<file path="src/rtl/bit_serializer_if.sv">
// Parallel-in handshake and serial-out stream of the bit serializer.
// The serializer uses the slave modport; the word producer uses master.
interface bit_serializer_if #(
   parameter int unsigned WIDTH = 8
) ();
   logic [WIDTH-1:0] in_data;
   logic             in_valid;
   logic             in_ready;
   logic             dout;
   logic             dout_valid;
   logic             busy;
   logic             done;

   modport slave (
      input  in_data,
      input  in_valid,
      output in_ready,
      output dout,
      output dout_valid,
      output busy,
      output done
   );

   modport master (
      output in_data,
      output in_valid,
      input  in_ready,
      input  dout,
      input  dout_valid,
      input  busy,
      input  done
   );
endinterface

</file>
<file path="src/rtl/bit_serializer.sv">
// Parallel-to-serial converter: each accepted word is sent one bit per DIV cycles.
// A new word may be accepted in the final cycle of the current one for a gapless stream.
module bit_serializer #(
   parameter int unsigned WIDTH     = 8,
   parameter int unsigned DIV       = 1,
   parameter bit          MSB_FIRST = 1'b1,
   parameter bit          IDLE_BIT  = 1'b0
) (
   input logic              clk,
   input logic              rst,
   bit_serializer_if.slave  bus
);
   localparam int unsigned BitW = $clog2(WIDTH);
   localparam int unsigned DivW = (DIV > 1) ? $clog2(DIV) : 1;
   localparam logic [BitW-1:0] BitMax = BitW'(WIDTH - 1);
   localparam logic [DivW-1:0] DivMax = DivW'(DIV - 1);

   typedef enum logic [0:0] {StIdle, StShift} state_e;

   state_e           state_q, state_d;
   logic [WIDTH-1:0] shreg_q, shreg_d;
   logic [BitW-1:0]  bit_cnt_q, bit_cnt_d;
   logic [DivW-1:0]  div_cnt_q, div_cnt_d;
   logic             dout_q, dout_d;
   logic             dout_valid_q, dout_valid_d;
   logic             busy_q, busy_d;
   logic             ready;
   logic             done;
   logic             last;
   logic [WIDTH-1:0] shifted;

   function automatic logic first_bit(input logic [WIDTH-1:0] w);
      return MSB_FIRST ? w[WIDTH-1] : w[0];
   endfunction

   assign shifted = MSB_FIRST ? {shreg_q[WIDTH-2:0], 1'b0} : {1'b0, shreg_q[WIDTH-1:1]};
   assign last    = (bit_cnt_q == BitMax) && (div_cnt_q == DivMax);

   always_comb begin
      state_d      = state_q;
      shreg_d      = shreg_q;
      bit_cnt_d    = bit_cnt_q;
      div_cnt_d    = div_cnt_q;
      dout_d       = dout_q;
      dout_valid_d = dout_valid_q;
      busy_d       = busy_q;
      ready        = 1'b0;
      done         = 1'b0;

      unique case (state_q)
         StIdle: ready = 1'b1;
         StShift: begin
            ready = last;
            done  = last;
            if (last) begin
               state_d      = StIdle;
               bit_cnt_d    = '0;
               div_cnt_d    = '0;
               dout_d       = IDLE_BIT;
               dout_valid_d = 1'b0;
               busy_d       = 1'b0;
            end else if (div_cnt_q == DivMax) begin
               div_cnt_d = '0;
               bit_cnt_d = bit_cnt_q + BitW'(1);
               shreg_d   = shifted;
               dout_d    = first_bit(shifted);
            end else begin
               div_cnt_d = div_cnt_q + DivW'(1);
            end
         end
         default: ;
      endcase

      // A transfer overrides the idle/advance decisions above, in either state.
      if (ready && bus.in_valid) begin
         state_d      = StShift;
         shreg_d      = bus.in_data;
         bit_cnt_d    = '0;
         div_cnt_d    = '0;
         dout_d       = first_bit(bus.in_data);
         dout_valid_d = 1'b1;
         busy_d       = 1'b1;
      end
   end

   always_ff @(posedge clk or posedge rst) begin
      if (rst) begin
         state_q      <= StIdle;
         shreg_q      <= '0;
         bit_cnt_q    <= '0;
         div_cnt_q    <= '0;
         dout_q       <= IDLE_BIT;
         dout_valid_q <= 1'b0;
         busy_q       <= 1'b0;
      end else begin
         state_q      <= state_d;
         shreg_q      <= shreg_d;
         bit_cnt_q    <= bit_cnt_d;
         div_cnt_q    <= div_cnt_d;
         dout_q       <= dout_d;
         dout_valid_q <= dout_valid_d;
         busy_q       <= busy_d;
      end
   end

   assign bus.in_ready   = ready;
   assign bus.done       = done;
   assign bus.dout       = dout_q;
   assign bus.dout_valid = dout_valid_q;
   assign bus.busy       = busy_q;
endmodule

</file>
<file path="src/flat_wrapper.sv">
// flat-port wrapper written by rule: the top's interface ports become plain ports
module bit_serializer_flat 
#(
   parameter int unsigned WIDTH     = 8,
   parameter int unsigned DIV       = 1,
   parameter bit          MSB_FIRST = 1'b1,
   parameter bit          IDLE_BIT  = 1'b0
)
  (clk, rst, bus_in_data, bus_in_valid, bus_in_ready, bus_dout, bus_dout_valid, bus_busy, bus_done);
  bit_serializer_if #(.WIDTH(WIDTH)) bus_i ();
  input logic clk;
  input logic rst;
  input wire logic [$bits(bus_i.in_data)-1:0] bus_in_data;
  input wire logic [$bits(bus_i.in_valid)-1:0] bus_in_valid;
  output wire logic [$bits(bus_i.in_ready)-1:0] bus_in_ready;
  output wire logic [$bits(bus_i.dout)-1:0] bus_dout;
  output wire logic [$bits(bus_i.dout_valid)-1:0] bus_dout_valid;
  output wire logic [$bits(bus_i.busy)-1:0] bus_busy;
  output wire logic [$bits(bus_i.done)-1:0] bus_done;
  assign bus_i.in_data = bus_in_data;
  assign bus_i.in_valid = bus_in_valid;
  assign bus_in_ready = bus_i.in_ready;
  assign bus_dout = bus_i.dout;
  assign bus_dout_valid = bus_i.dout_valid;
  assign bus_busy = bus_i.busy;
  assign bus_done = bus_i.done;
  bit_serializer #(.WIDTH(WIDTH), .DIV(DIV), .MSB_FIRST(MSB_FIRST), .IDLE_BIT(IDLE_BIT)) u_core (.clk(clk), .rst(rst), .bus(bus_i));
endmodule
</file>
<file path="config.mk">
export PLATFORM = sky130hd
export DESIGN_NAME = bit_serializer_flat
export DESIGN_NICKNAME = d
export VERILOG_FILES = /design/src/rtl/bit_serializer_if.sv /design/src/rtl/bit_serializer.sv /design/src/flat_wrapper.sv
export SDC_FILE = /design/constraint.sdc
export NUM_CORES = 1
export LEC_CHECK = 0
export CAP_MARGIN = 20
export CORE_AREA = 2 2 43 55
export CTS_BUF_LIST = sky130_fd_sc_hd__clkbuf_4 sky130_fd_sc_hd__clkbuf_8
export DETAILED_ROUTE_END_ITERATION = 7
export DIE_AREA = 0 0 45 57
export PLACE_DENSITY = 0.66
export SETUP_SLACK_MARGIN = 0.02
export SLEW_MARGIN = 20
export SYNTH_ARGS = -nofsm -noshare
export SYNTH_HDL_FRONTEND = slang
export SYNTH_SLANG_ARGS = --single-unit
export TNS_END_PERCENT = 50
</file>
<file path="constraint.sdc">
create_clock -name clk -period 2.2 [get_ports clk]
set_clock_uncertainty 0.1 [all_clocks]
set_input_delay 0.22 -clock clk [delete_from_list [all_inputs] [get_ports clk]]
set_output_delay 0.22 -clock clk [all_outputs]
set_load 0.03 [all_outputs]
</file>
# After elaboration in Yosys (flattened, before gate mapping)
# Cells that the tools add are included.
[op_classes] addsub=2 n_eq_ne=4 muxes=24 bitwise=2 reduce_logical=7
[op_table] operator="7-bit 2-to-1 mux" n=4
[op_table] operator="1-bit 2-to-1 mux" n=15
[op_table] operator="3-bit 2-to-1 mux" n=4
[op_table] operator="2-bit inequality test, second input constant" n=2
[op_table] operator="2-bit AND reduction" n=2
[op_table] operator="2-bit nonzero test" n=2
[op_table] operator="3-bit by 1-bit adder with 3-bit output, second input constant" n=1
[op_table] operator="3-bit == test, second input constant" n=1
[op_table] operator="3-bit inequality test, second input constant" n=1
[op_table] operator="3-bit AND reduction" n=1
[op_table] operator="1-bit logical AND" n=2
[op_table] operator="1-bit NOT" n=2
[op_table] operator="1-bit case mux with 2 select lines" n=1
[op_table] operator="1-bit adder, second input constant" n=1
[word_totals] register_bits=14 input_bits=11 output_inout_bits=5 word_cells=45

# Logic depth before layout (Yosys ltp)
# Gate-level depths: netlist of run 1.
[depth] ltp_word=6 mapped_depth=5 mapped_depth_nobuf=4

# Worst setup path before layout of run 1
# No wires, ideal clock.
[synth_timing] kind="register to register" start="register u_core.bit_cnt_q[0]" end="register u_core.shreg_q[1]" setup_ps=125 t_arrival_ps=1440 required_ps=1975 setup_slack_ps=535 path_stages_with_launch=6 path_buffers=1 synth_period_minus_slack_ps=1665 cell_sequence="dfrtp_1 -> ha_1 -> ha_1 -> nand2b_1 -> buf_4 -> mux2_4"
[synth_via] elab_chain_len=6 elab_cells_between_ends=9 classes_between="eq/ne (3); mux (2); reduce/logical (4)"
[synth_rtl] element="start: declaration" line="bit_serializer.sv:22" text="logic [BitW-1:0] bit_cnt_q, bit_cnt_d;"
[synth_rtl] element="start signal: assignment" line="bit_serializer.sv:98" text="bit_cnt_q <= bit_cnt_d;"
[synth_rtl] element="3-bit == test (*)" line="bit_serializer.sv:37" text="assign last = (bit_cnt_q == BitMax) && (div_cnt_q == DivMax);"
[synth_rtl] element="1-bit logical AND (*)" line="bit_serializer.sv:37"
[synth_rtl] element="1-bit case mux with 2 select lines (*)" line="bit_serializer.sv:50" text="unique case (state_q)"
[synth_rtl] element="named net bus_in_ready" line="flat_wrapper.sv:15" text="output wire logic [$bits(bus_i.in_ready)-1:0] bus_in_ready;"
[synth_rtl] element="1-bit logical AND (*)" line="bit_serializer.sv:75" text="if (ready && bus.in_valid) begin"
[synth_rtl] element="2-bit inequality test (no source line) / 2-bit nonzero test (equally long branches)"
[synth_rtl] element="3-bit AND reduction (no source line)"
[synth_rtl] element="end signal: assignment" line="bit_serializer.sv:97" text="shreg_q <= shreg_d;"
[synth_rtl] element="end: declaration" line="bit_serializer.sv:21" text="logic [WIDTH-1:0] shreg_q, shreg_d;"
# The timed path passes the listed nets; every way through them passes the cells marked *.
# A chain may end at the register's enable or synchronous reset.

# Worst setup path after layout of run 1
[layout_timing] start="register u_core.bit_cnt_q[0]" end="output port bus_in_ready"
[layout_via] elab_chain_len=3
[layout_rtl] element="3-bit == test" line="bit_serializer.sv:37"
[layout_rtl] element="1-bit logical AND" line="bit_serializer.sv:37"
[layout_rtl] element="1-bit case mux with 2 select lines" line="bit_serializer.sv:50"
[layout_rtl] element="end: declaration" line="flat_wrapper.sv:15"
# Every way passes these cells.

==> results.sh, run 1 <==
export IMPL_status="finished, final reports clean"
export IMPL_hold_viol_final=0
export IMPL_dr_pass1_iters=3
export IMPL_syn_cell_area_sq_um=676
export IMPL_m1WireLength_microns=513
export IMPL_synthXorXnorAreaFrac_pct=0
export IMPL_synth_area_leaders="dfrtp_1, mux2_2, mux2_4"
export IMPL_drt_iter0_drc=7
export IMPL_hp_class="primary input to async pin"
export IMPL_yosysSeqAreaShare_pct=48.1
export IMPL_finalSetupViolations=0
export IMPL_cts_tree="done"
export IMPL_fin_crit_sh_pct=90.5
export IMPL_max_stage_delay_ns=0.39
export IMPL_cap_violations=0
export IMPL_slowest_stage="dfrtp_1"
export IMPL_ys_ff_latch=13
export IMPL_coreArea_sq_um=2090
export IMPL_most_common_layout_cells="clkdlybuf4s50_1, dfrtp_1, mux2_2"
export IMPL_slew_violations=0
export IMPL_die_area_sq_um=2570
export IMPL_die_y_microns=57
export IMPL_wl_met3_microns=67
export IMPL_insertion_delay_ns=0.28
export IMPL_synthMuxAreaShare_pct=24.3
export IMPL_post_route_min_period_ns=1.99
export IMPL_grt_overflow=0
export IMPL_routed_wl_microns=1150
export IMPL_area_growth_pct=25.2
export IMPL_yosysTopAreaCell="dfrtp_1"
export IMPL_arrival_ns=1.67
export IMPL_p_leak_nw=0.396
export IMPL_clkSinkCount=13
export IMPL_path_cells="ha_1 -> ha_1 -> nand2b_1 -> dlygate4sd2_1"
export IMPL_dp_final_hpwl_microns=846
export IMPL_drive_gt1_share_pct=28.4
export IMPL_rsz0062_at_grt="no"
export IMPL_via_count=436
export IMPL_ant_nets=0
export IMPL_cts_root_buf="clkbuf_4"
export IMPL_fillers=212
export IMPL_synth_cell_types=22
export IMPL_pwr_density_cell_nw_per_um2=1230
export IMPL_multi_input_area_sq_um=298
export IMPL_critPathCaptureType="output pin"
export IMPL_via_per_inst=4.95
export IMPL_syn_instance_count=51
export IMPL_postPlaceCellArea_sq_um=818
export IMPL_fin_tns_setup_ns=0
export IMPL_grt_usage_pct=11.0
export IMPL_grt_max_degree=14
export IMPL_nNetsFinal=81
export IMPL_highest_layer="met4"
export IMPL_setup_slack_ns=0.208
export IMPL_path_max_fanout=6
export IMPL_final_util_pct=40.4
export IMPL_buffer_ports_inserted=15
export IMPL_wl_per_cell_microns=13.0
export IMPL_fp_dieW_microns=45
export IMPL_pin_count=16
export IMPL_start_kind="flip-flop"
export IMPL_place_ws_ns=0.278
export IMPL_h_tree_depth=1
export IMPL_grt_pass1_vias=437
export IMPL_async_flop_share_pct=100
export IMPL_diodes=0
export IMPL_syn_area_per_cell_sq_um=13.2
export IMPL_ys_flop_type="dfrtp_1"
export IMPL_critPathKind="flip-flop to output pin"
export IMPL_grt_pass1_wl_microns=2010
export IMPL_synth_fa_ha_area_share_pct=3.70
export IMPL_dr_wl_met2_microns=541
export IMPL_worst_pin_slew_ns=0.504
export IMPL_yosys_area_top_type_share_pct=48.1
export IMPL_clock_fmax_ghz=0.502
export IMPL_remaining_drc_errors=0
export IMPL_rows=19
export IMPL_place_congestion=0.677
export IMPL_syn_nets=64
export IMPL_yosysWarnings=0
export IMPL_synthSimpleGateAreaFrac_pct=9.07
export IMPL_peakVddDrop_uv=841
export IMPL_synth_top_family_by_area="multiplexers"
export IMPL_cts_made_buffers=3
export IMPL_register_area_sq_um=325
export IMPL_clk_pin_slew_ns=0.08
export IMPL_clockBufferDepth=2
export IMPL_crit_top_cell="ha_1"
export IMPL_finalInstanceArea_sq_um=846
export IMPL_cp_top_family="adder cells"
export IMPL_synth_compound_area_share_pct=7.04
export IMPL_antenna_found_initial=0
export IMPL_synth_edf_count=0
export IMPL_cp_num_buf_inv=1
export IMPL_cp_required_ns=1.88
export IMPL_whs_ns=0.159
export IMPL_initial_core_util_pct=32.3
export IMPL_relSlewSlack_pct=66.4
[final timing paths]
kind / startpoint / to / slack [ns] / depth (start not counted)
setup / recovery: u_core.bit_cnt_q[0] / bus_in_ready / 0.21 / 4
hold / removal: rst / u_core.shreg_q[0] / 0.16 / 2
setup reg to reg: u_core.bit_cnt_q[0] / u_core.bus.dout / 0.42 / 5
hold reg to reg: u_core.shreg_q[5] / u_core.shreg_q[6] / 0.40 / 1
max in group asynchronous: rst / u_core.shreg_q[6] / 1.50 / 2
min in group clk: u_core.shreg_q[5] / u_core.shreg_q[6] / 0.40 / 1
[synth_stat cells (2+ instances only)]
master / instances
dfrtp_1: 13
mux2_2: 11
buf_4: 3
and2_1: 2
ha_1: 2
mux2_4: 2
nand2_1: 2
nand2b_1: 2
[cell families after synthesis]
logic type                 Yosys count
DFF                                 13
adders and majority gates            2
and+or+nand+nor                     10
muxes                               14
AOI/OAI and AO/OA                    6
buffers and inverters                6
[per-layer routing]
layer  GRT usage, %  vias up
li1               -      213
met4           8.82        0
met3           2.22        4
met5              0        -
met1           14.9      206
met2           14.9       13
[flip-flops by register name, indices dropped and copies added (netlist names)]
signal,flops
u_core.bit_cnt_q,3
u_core.bus.dout,1
u_core.bus.dout_valid,1
u_core.shreg_q,7
u_core.state_q,1
[area by class of cell]
| cell class | instances | area share (%) |
|---|---|---|
| multi-input cells | 32 | 35.2 |
| repair buffers | 17 | 19.2 |
| well taps | 21 | 3.11 |
| flip-flops and latches | 13 | 38.5 |
| inverters | 1 | 0.444 |
| clock buffers | 4 | 3.55 |
[stage by stage]
step,power (mW),cells
floorplan,0.774,51
global placement,0.893,84
detailed placement,0.906,84
CTS,1.06,88
global route,1.13,88
finish,1.04,88
[report_power, final]
group	switching, mW	leakage [nW]	internal, mW	total [mW]
clock	0.0760	0.0184	0.0827	0.159
sequential	0.0586	0.163	0.335	0.393
combinational	0.226	0.215	0.265	0.491
total	0.361	0.396	0.682	1.04
[what timing repair did]
item,4_1_cts,5_1_grt
buffers inserted,0,0
hold buffers,0,0
endpoints found under the setup margin,2,0
resized for setup,2,0
Power figures use the tool's default switching activity.
==> run 2, diff against run 1 <==
--- a/config.mk
+++ b/config.mk
@@ -6,12 +6,13 @@
 export NUM_CORES = 1
 export LEC_CHECK = 0
 export CAP_MARGIN = 20
+export CELL_PAD_IN_SITES_DETAIL_PLACEMENT = 1
+export CELL_PAD_IN_SITES_GLOBAL_PLACEMENT = 1
 export CORE_AREA = 2 2 43 55
 export CTS_BUF_LIST = sky130_fd_sc_hd__clkbuf_4 sky130_fd_sc_hd__clkbuf_8
 export DETAILED_ROUTE_END_ITERATION = 7
 export DIE_AREA = 0 0 45 57
-export PLACE_DENSITY = 0.66
-export SETUP_SLACK_MARGIN = 0.02
+export PLACE_DENSITY = 0.8
 export SLEW_MARGIN = 20
 export SYNTH_ARGS = -nofsm -noshare
 export SYNTH_HDL_FRONTEND = slang
==> constraint.sdc (replaced) <==
create_clock -name clk -period 1.68 [get_ports clk]
set_clock_uncertainty 0.1 [all_clocks]
set_input_delay 0.168 -clock clk [delete_from_list [all_inputs] [get_ports clk]]
set_output_delay 0.168 -clock clk [all_outputs]
set_load 0.03 [all_outputs]
==> run 2 against run 1 <==
- flip-flop and latch count did not move
- register-to-register slack worse by 0.36 ns
- die area stayed put
- sequential share of layout area down 3.7 points
- clock power increased by 31%
- total power increased by 52%
- critical endpoint is now u_core.bus.dout
- highest routed layer unchanged
- global-route usage up 2.4 points
- critical path type is now flip-flop to flip-flop
- final cell count grew 10%
- first-iteration DRC count fell by 43%
==> results.sh, run 2 (synthesis results as in run 1) <==
export IMPL_p_leak_nw=0.438
export IMPL_wl_met3_microns=39
export IMPL_insertion_delay_ns=0.27
export IMPL_die_area_sq_um=2570
export IMPL_highest_layer="met4"
export IMPL_place_ws_ns=-0.0862
export IMPL_routed_wl_microns=1420
export IMPL_start_kind="flip-flop"
export IMPL_critPathCaptureType="flip-flop"
export IMPL_peakVddDrop_uv=753
export IMPL_die_y_microns=57
export IMPL_p_seq_share_pct=32.4
export IMPL_antenna_found_initial=0
export IMPL_clockBufferDepth=2
export IMPL_via_per_inst=4.93
export IMPL_hold_viol_final=0
export IMPL_fin_crit_sh_pct=96.5
export IMPL_status="finished, final reports clean"
export IMPL_buffer_ports_inserted=15
export IMPL_place_congestion=0.623
export IMPL_top_regs="u_core.shreg_q (7), u_core.bit_cnt_q (3)"
export IMPL_rows=19
export IMPL_grt_usage_pct=13.4
export IMPL_area_growth_pct=38.3
export IMPL_cts_root_buf="clkbuf_4"
export IMPL_hp_class="primary input to async pin"
export IMPL_grt_pass1_vias=539
export IMPL_slew_violations=0
export IMPL_worst_pin_slew_ns=0.518
export IMPL_rsz0062_at_grt="no"
export IMPL_rrSetupSlack_ns=0.06
export IMPL_h_tree_depth=1
export IMPL_power_switching_mw=0.541
export IMPL_wl_per_cell_microns=14.6
export IMPL_initial_core_util_pct=32.3
export IMPL_cell_internal_pwr_mw=1.04
export IMPL_pin_count=16
export IMPL_clk_pin_slew_ns=0.08
export IMPL_critPathKind="flip-flop to flip-flop"
export IMPL_largest_reg_flops=7
export IMPL_diodes=0
export IMPL_pwr_share_clk_pct=13.2
export IMPL_grt_max_degree=14
export IMPL_regMostFlops="u_core.shreg_q"
export IMPL_drt_iter0_drc=4
export IMPL_setup_slack_ns=0.0593
export IMPL_grt_pass1_wl_microns=2530
export IMPL_finalSetupViolations=0
export IMPL_dr_pass1_iters=3
export IMPL_fillers=225
export IMPL_clock_fmax_ghz=0.617
export IMPL_drive_gt1_share_pct=43.4
export IMPL_most_common_layout_cells="clkdlybuf4s50_1, dfrtp_1, mux2_2, buf_4, clkbuf_4"
export IMPL_crit_start="u_core.bit_cnt_q[0]"
export IMPL_remaining_drc_errors=0
export IMPL_cap_violations=0
export IMPL_grt_overflow=0
export IMPL_hold_buffers=0
export IMPL_pwr_density_cell_nw_per_um2=1690
export IMPL_nNetsFinal=90
export IMPL_r2r_end="u_core.bus.dout"
export IMPL_cts_tree="done"
export IMPL_ff2ff_path_depth=5
export IMPL_coreArea_sq_um=2090
export IMPL_p_comb_share_pct=54.4
export IMPL_crit_path_end="u_core.bus.dout"
export IMPL_arrival_ns=1.68
export IMPL_swShare_pct=34.2
export IMPL_cp_required_ns=1.74
export IMPL_fp_dieW_microns=45
export IMPL_whs_ns=0.118
export IMPL_clkSinkCount=13
export IMPL_post_route_min_period_ns=1.62
export IMPL_dp_final_hpwl_microns=1020
export IMPL_via_count=478
export IMPL_relSlewSlack_pct=65.4
export IMPL_cts_made_buffers=3
export IMPL_reg2reg_from="u_core.bit_cnt_q[0]"
export IMPL_m1WireLength_microns=551
export IMPL_path_max_fanout=4
export IMPL_ant_nets=0
export IMPL_dr_wl_met2_microns=806
## run 2: cell types whose count changed in the layout (fill, tap and decap cells not counted), sizes merged
cell,previous run,this run
buf,2,13
dlygate4sd2,2,0
## run 2: through the flow
step | util [%] | total power [mW] | TNS, ns | instance area, sq um | instances
2_1_floorplan | - | 1.01 | 0 | 676 | 51
3_3_place_gp | 40.8 | 1.22 | -0.0653 | 853 | 89
3_5_place_dp | 40.8 | 1.27 | -0.0862 | 853 | 89
4_1_cts | 45.0 | 1.63 | -0.0200 | 942 | 97
5_1_grt | 44.7 | 1.71 | 0 | 935 | 97
6_report | 44.7 | 1.58 | 0 | 935 | 97
## run 2: worst min path at each step
| stage | startpoint | end | cells after the start |
|---|---|---|---|
| after floorplan | rst | u_core.bit_cnt_q[0] | 1 |
| after global placement | u_core.shreg_q[0] | u_core.shreg_q[1] | 1 |
| after detailed placement | u_core.shreg_q[4] | u_core.shreg_q[5] | 1 |
| after CTS | rst | u_core.shreg_q[1] | 2 |
| after global routing | rst | u_core.bit_cnt_q[2] | 2 |
| final | rst | u_core.shreg_q[2] | 2 |
## run 2: power by group through the flow
stage / registers, mW / logic (mW) / clock network (mW)
6_report: 0.512 / 0.861 / 0.208
5_1_grt: 0.525 / 0.954 / 0.233
4_1_cts: 0.511 / 0.904 / 0.218
3_5_place_dp: 0.511 / 0.757 / 0
3_3_place_gp: 0.504 / 0.718 / 0
2_1_floorplan: 0.527 / 0.486 / 0
## run 2: area by class of cell
| type | count | area (sq um) | share of cell area [%] |
|---|---|---|---|
| multi-input cells | 32 | 320 | 34.3 |
| repair buffers | 26 | 229 | 24.5 |
| inverters | 1 | 3.75 | 0.402 |
| well taps | 21 | 26.3 | 2.81 |
| flip-flops and latches | 13 | 325 | 34.8 |
| clock buffers | 4 | 30.0 | 3.21 |
## run 2: repair_timing
action / CTS / global route
buffers inserted: 4 / 1
setup endpoints to repair: 3 / 4
pin swaps: 1 / 1
resized for setup: 12 / 0
## run 2: routing by layer
layer,GRT usage [%],vias to the layer above
met5,0,-
met4,5.04,0
met3,1.90,2
met2,23.7,11
met1,15.9,235
li1,-,230
## run 2: worst max-delay path, stage by stage, from the launching register on
cell and delay [ns]:
dfrtp_1 0.39, ha_2 0.20, ha_4 0.16, nand2b_4 0.16, buf_4 0.15, a311o_1 0.34
